`src/rtl/registro_pkg.sv`:
```
// Shared constants for the universal shift register: operating modes and FSM encoding.
package registro_pkg;

    localparam logic [1:0] MODO_SERIE = 2'b00;
    localparam logic [1:0] MODO_ROT   = 2'b01;
    localparam logic [1:0] MODO_CARGA = 2'b10;
    localparam logic [1:0] MODO_ARIT  = 2'b11;

    typedef enum logic {
        ST_IDLE  = 1'b0,
        ST_SHIFT = 1'b1
    } estado_t;

endpackage

```
`src/rtl/registro_paso.sv`:
```
// Combinational next value of the register after one step in the selected mode and direction.
module registro_paso
    import registro_pkg::*;
#(
    parameter int N = 8
) (
    input  logic [N-1:0] q,
    input  logic [N-1:0] d,
    input  logic [1:0]   modo,
    input  logic         dir,
    input  logic         s_in,
    output logic [N-1:0] nxt
);

    // dir = 0 moves bits towards the MSB, dir = 1 towards the LSB.
    always_comb begin
        nxt = q;
        case (modo)
            MODO_SERIE: nxt = dir ? {s_in, q[N-1:1]} : {q[N-2:0], s_in};
            MODO_ROT:   nxt = dir ? {q[0], q[N-1:1]} : {q[N-2:0], q[N-1]};
            MODO_CARGA: nxt = d;
            MODO_ARIT:  nxt = dir ? {q[N-1], q[N-1:1]} : {q[N-2:0], 1'b0};
            default:    nxt = q;
        endcase
    end

endmodule

```
`src/rtl/registro_universal.sv`:
```
// N-bit universal shift register with single-step operation and an FSM-driven
// multi-step shift of cnt positions reported through busy/done.
module registro_universal
    import registro_pkg::*;
#(
    parameter  int N  = 8,
    localparam int CW = $clog2(N + 1)
) (
    input  logic          clk,
    input  logic          rst,
    input  logic          enb,
    input  logic          dir,
    input  logic          s_in,
    input  logic [1:0]    modo,
    input  logic [N-1:0]  d,
    input  logic          start,
    input  logic [CW-1:0] cnt,
    output logic [N-1:0]  q,
    output logic          s_out,
    output logic          busy,
    output logic          done
);

    estado_t       state, state_nxt;
    logic [N-1:0]  q_nxt, paso_q;
    logic [CW-1:0] rem, rem_nxt;
    logic [1:0]    modo_l, modo_l_nxt, modo_sel;
    logic          dir_l, dir_l_nxt, dir_sel;
    logic          done_nxt;
    logic          lanza;

    // Handshake: a multi-step command is accepted only in IDLE with enb high;
    // start/modo/dir/cnt are ignored while busy, and done pulses for exactly
    // one cycle after the last step (or right away for cnt = 0).
    assign busy     = (state == ST_SHIFT);
    assign lanza    = (state == ST_IDLE) && enb && start && (modo != MODO_CARGA);
    assign modo_sel = busy ? modo_l : modo;
    assign dir_sel  = busy ? dir_l : dir;
    assign s_out    = dir_sel ? q[0] : q[N-1];

    registro_paso #(.N(N)) u_paso (
        .q    (q),
        .d    (d),
        .modo (modo_sel),
        .dir  (dir_sel),
        .s_in (s_in),
        .nxt  (paso_q)
    );

    always_ff @(posedge clk) begin
        if (rst) state <= ST_IDLE;
        else     state <= state_nxt;
    end

    always_comb begin
        state_nxt = state;
        case (state)
            ST_IDLE:  if (lanza && (cnt != '0)) state_nxt = ST_SHIFT;
            ST_SHIFT: if (enb && (rem == CW'(1))) state_nxt = ST_IDLE;
            default:  state_nxt = ST_IDLE;
        endcase
    end

    always_comb begin
        q_nxt      = q;
        rem_nxt    = rem;
        modo_l_nxt = modo_l;
        dir_l_nxt  = dir_l;
        done_nxt   = 1'b0;
        if (state == ST_IDLE) begin
            if (lanza) begin
                // Launch cycle performs no step; cnt = 0 completes immediately.
                if (cnt == '0) begin
                    done_nxt = 1'b1;
                end else begin
                    rem_nxt    = cnt;
                    modo_l_nxt = modo;
                    dir_l_nxt  = dir;
                end
            end else if (enb) begin
                q_nxt = paso_q;
            end
        end else if (enb) begin
            q_nxt   = paso_q;
            rem_nxt = rem - CW'(1);
            if (rem == CW'(1)) done_nxt = 1'b1;
        end
    end

    always_ff @(posedge clk) begin
        if (rst) begin
            q      <= '0;
            rem    <= '0;
            modo_l <= MODO_SERIE;
            dir_l  <= 1'b0;
            done   <= 1'b0;
        end else begin
            q      <= q_nxt;
            rem    <= rem_nxt;
            modo_l <= modo_l_nxt;
            dir_l  <= dir_l_nxt;
            done   <= done_nxt;
        end
    end

endmodule

```
`config.mk`:
```
export PLATFORM = sky130hd
export DESIGN_NAME = registro_universal
export DESIGN_NICKNAME = d
export VERILOG_FILES = /design/src/rtl/registro_pkg.sv /design/src/rtl/registro_paso.sv /design/src/rtl/registro_universal.sv
export SDC_FILE = /design/constraint.sdc
export NUM_CORES = 1
export LEC_CHECK = 0
export ABC_AREA = 1
export CORE_UTILIZATION = 50
export CTS_CLUSTER_DIAMETER = 80
export DETAILED_ROUTE_END_ITERATION = 12
export PLACE_DENSITY = 0.81
export SYNTH_ARGS = -nofsm -noshare
export SYNTH_HDL_FRONTEND = slang
export SYNTH_SLANG_ARGS = --single-unit
```
`constraint.sdc`:
```
create_clock -name clk -period 2.4 [get_ports clk]
set_input_delay 0.24 -clock clk [delete_from_list [all_inputs] [get_ports clk]]
set_output_delay 0.24 -clock clk [all_outputs]
set_load 0.01 [all_outputs]
```
==> flow_summary.yaml <==
setup_path:
  critical_path_sink_type: "output port"
  timing.setup.critical_path_class: "register to output port"
  reg2reg_from: "busy"
  cp_data_required_time_ns: 2.16
  worst_r2r_endpoint: "q[3]"
  worstSetupStartpoint: "busy"
  crit_path_start_kind: "register"
  worst_r2r_setup_slack_ns: 0.73
  cp_max_fo: 14
  ff2ff_path_depth: 7
  critical_path_arrival_ns: 1.97
power_and_ir_drop:
  p_leak_uw: 0.000651
  vdd_drop_max_mv: 0.356
  power_dens_cells_nw_per_um2: 487
layout:
  fill_cells: 203
  layout.cells.most_common_list: "37 x nand2_1, 30 x clkdlybuf4s50_1, 25 x inv_1"
  layout_commonest_cell: "nand2_1"
  ant_diodes: 0
  final_design_area_no_fill_um2: 1490
  layout.nets: 231
  drive_above_1_share: 0.0913
  area.growth.synth_to_final_pct: 28.4
sta:
  fin_crit_sh: 0.920
  max_slew_margin: 0.693
  finalSetupTns_ns: 0
  final_max_slew_viol_count: 0
  grt_setup_unrepaired: "false"
  fin_skew_ns: 0.00245
  fmaxAchievable_mhz: 453
  hold_viol: 0
  worst_pin_slew_ns: 0.459
  finalSetupViolations: 0
  period_needed_ns: 2.21
cts:
  cts_buffers: 3
  holdBufCountCts: 0
  root_buffer: "clkbuf_4"
  cts.path.max_buffers: 2
  cts_resized: 0
  cts_tree: "done"
  cts.htree.levels: 1
  numClockSinks: 17
  cts.repair_timing.setup_buffer_count: 0
  insertion_delay_ns: 0.29
  clk_pin_slew_ns: 0.10
grt:
  globalRouteOverflowTotal: 0
  first_pass_grt_wire_length_um: 4640
  grt_pass1_vias: 1150
  number_of_antenna_violations_at_the_first_check_in_global_routing: 0
  globalRouteTotalUtil: 0.236
  grt_max_degree: 15
logic_synthesis:
  postSynthCellCount: 177
  syn-num-nets: 199
  post_synthesis_instance_area_um2: 1160
  synth_seq_area_share: 0.293
  postSynthAreaPerCell_um2: 6.55
  yosysUniqueCellTypes: 27
  synth.yosys.warnings: 0
  ys_seq_elements: 17
drt:
  num_vias: 1216
  drt-wirelength-per-cell_um: 11.3
  drc: 0
  routed_via_density: 5.15
  antenna_left: 0
  finalWirelength_um: 2660
  drt-pass1-iter-count: 4
  first_iter_violations: 22
floorplan:
  io-pin-count: 31
  die_height_um: 50.2
  die_width_um: 50.2
  fp.coreArea_um2: 2190
  rows: 17
  starting_density_of_the_core: 0.529
  die_area_um2: 2520
hold_path:
  min_path_type: "register to register"
  timing.hold.worst_path_depth: 2
  timing.hold.worst.start: "modo_l[1]"
  holdPathEnd: "modo_l[1]"
placed_design:
  place_area_um2: 1460
  port-buffer-count: 30
  place.gp.congestion: 0.886
  dp.final_hpwl_um: 2040
job:
  max_cap_viol_count: 0
status:
  outcome: "completed"
## routing by layer
layer  up-vias  share of wire  global-route usage
met1       555           0.49               0.292
met4         0         0.0071               0.100
met5         -              0                   0
met2        25           0.47               0.404
li1        632              -                   -
met3         4          0.035              0.0303
## worst max-delay path by stage
stage	endpoint	slack, ns	depth (start not counted)
5_1_grt	s_out	0.05	6
3_3_place_gp	s_out	0.42	7
6_report	s_out	0.19	6
2_1_floorplan	q[7]	1.10	11
3_5_place_dp	s_out	0.40	7
4_1_cts	s_out	0.19	6
## cells in the mapped netlist
cell | count | share of area
nor3_1 | 1 | 0.0043
nand2_2 | 3 | 0.016
inv_2 | 1 | 0.0032
a21oi_1 | 20 | 0.086
inv_6 | 1 | 0.0076
ha_1 | 2 | 0.022
buf_8 | 1 | 0.013
o21ai_4 | 1 | 0.014
buf_6 | 2 | 0.019
nand3_1 | 13 | 0.056
a31oi_1 | 1 | 0.0054
or2_0 | 3 | 0.016
o211ai_1 | 2 | 0.013
nor2_4 | 2 | 0.019
nand2_1 | 37 | 0.12
clkbuf_1 | 1 | 0.0032
nand2_4 | 4 | 0.039
o21ai_1 | 2 | 0.0086
and2_1 | 1 | 0.0054
inv_1 | 25 | 0.081
nand3_2 | 1 | 0.0086
o21ai_0 | 18 | 0.078
nand4_1 | 1 | 0.0054
o21ai_2 | 1 | 0.0076
nor2_1 | 15 | 0.049
dfxtp_1 | 17 | 0.29
o21a_1 | 1 | 0.0065
## sequential cells by signal, summed over array words and instances, names as in the netlist
signal  count
q           8
rem         4
modo_l      2
busy        1
dir_l       1
done        1
## kinds of logic (layout without fill, tap and decap cells)
logic type                 Yosys count  count (layout)  share of synthesized area
adders and majority gates            2               2                     0.0216
and+or+nand+nor                     81              81                      0.339
DFF                                 17              17                      0.293
buffers and inverters               31              62                      0.127
AOI/OAI and AO/OA                   46              46                      0.219
## per-stage QoR
step,total power [µW],instances,hold slack [ns],utilization,setup WS (ns)
3_3_place_gp,569,232,0.457,0.667,0.419
2_1_floorplan,483,177,0.309,-,1.10
3_5_place_dp,574,232,0.464,0.667,0.400
6_report,725,236,0.478,0.680,0.192
4_1_cts,732,236,0.481,0.680,0.193
5_1_grt,780,236,0.516,0.680,0.0466
## power by group
part | total (µW) | leakage, µW | internal [µW] | switching (µW)
logic | 244 | 0.000493 | 113 | 131
clock network | 154 | 0.0000177 | 61.9 | 92.6
registers | 327 | 0.000140 | 306 | 21.5
## cell type report
cell class	instances	area (µm²)	share of cell area
flip-flops and latches	17	340	0.229
well taps	28	35.0	0.0235
multi-input cells	129	672	0.451
inverters	27	106	0.0714
clock inverters	1	5.00	0.00336
repair buffers	31	308	0.207
clock buffers	3	22.5	0.0151
## critical path: stages, from the launching register on
cell and delay (ns):
dfxtp_1 0.62, inv_6 0.15, nand2_4 0.11, nand2_4 0.07
nand2_1 0.08, and2_1 0.12, clkdlybuf4s50_1 0.53
Note: power is estimated with default switching activity, not from simulation.
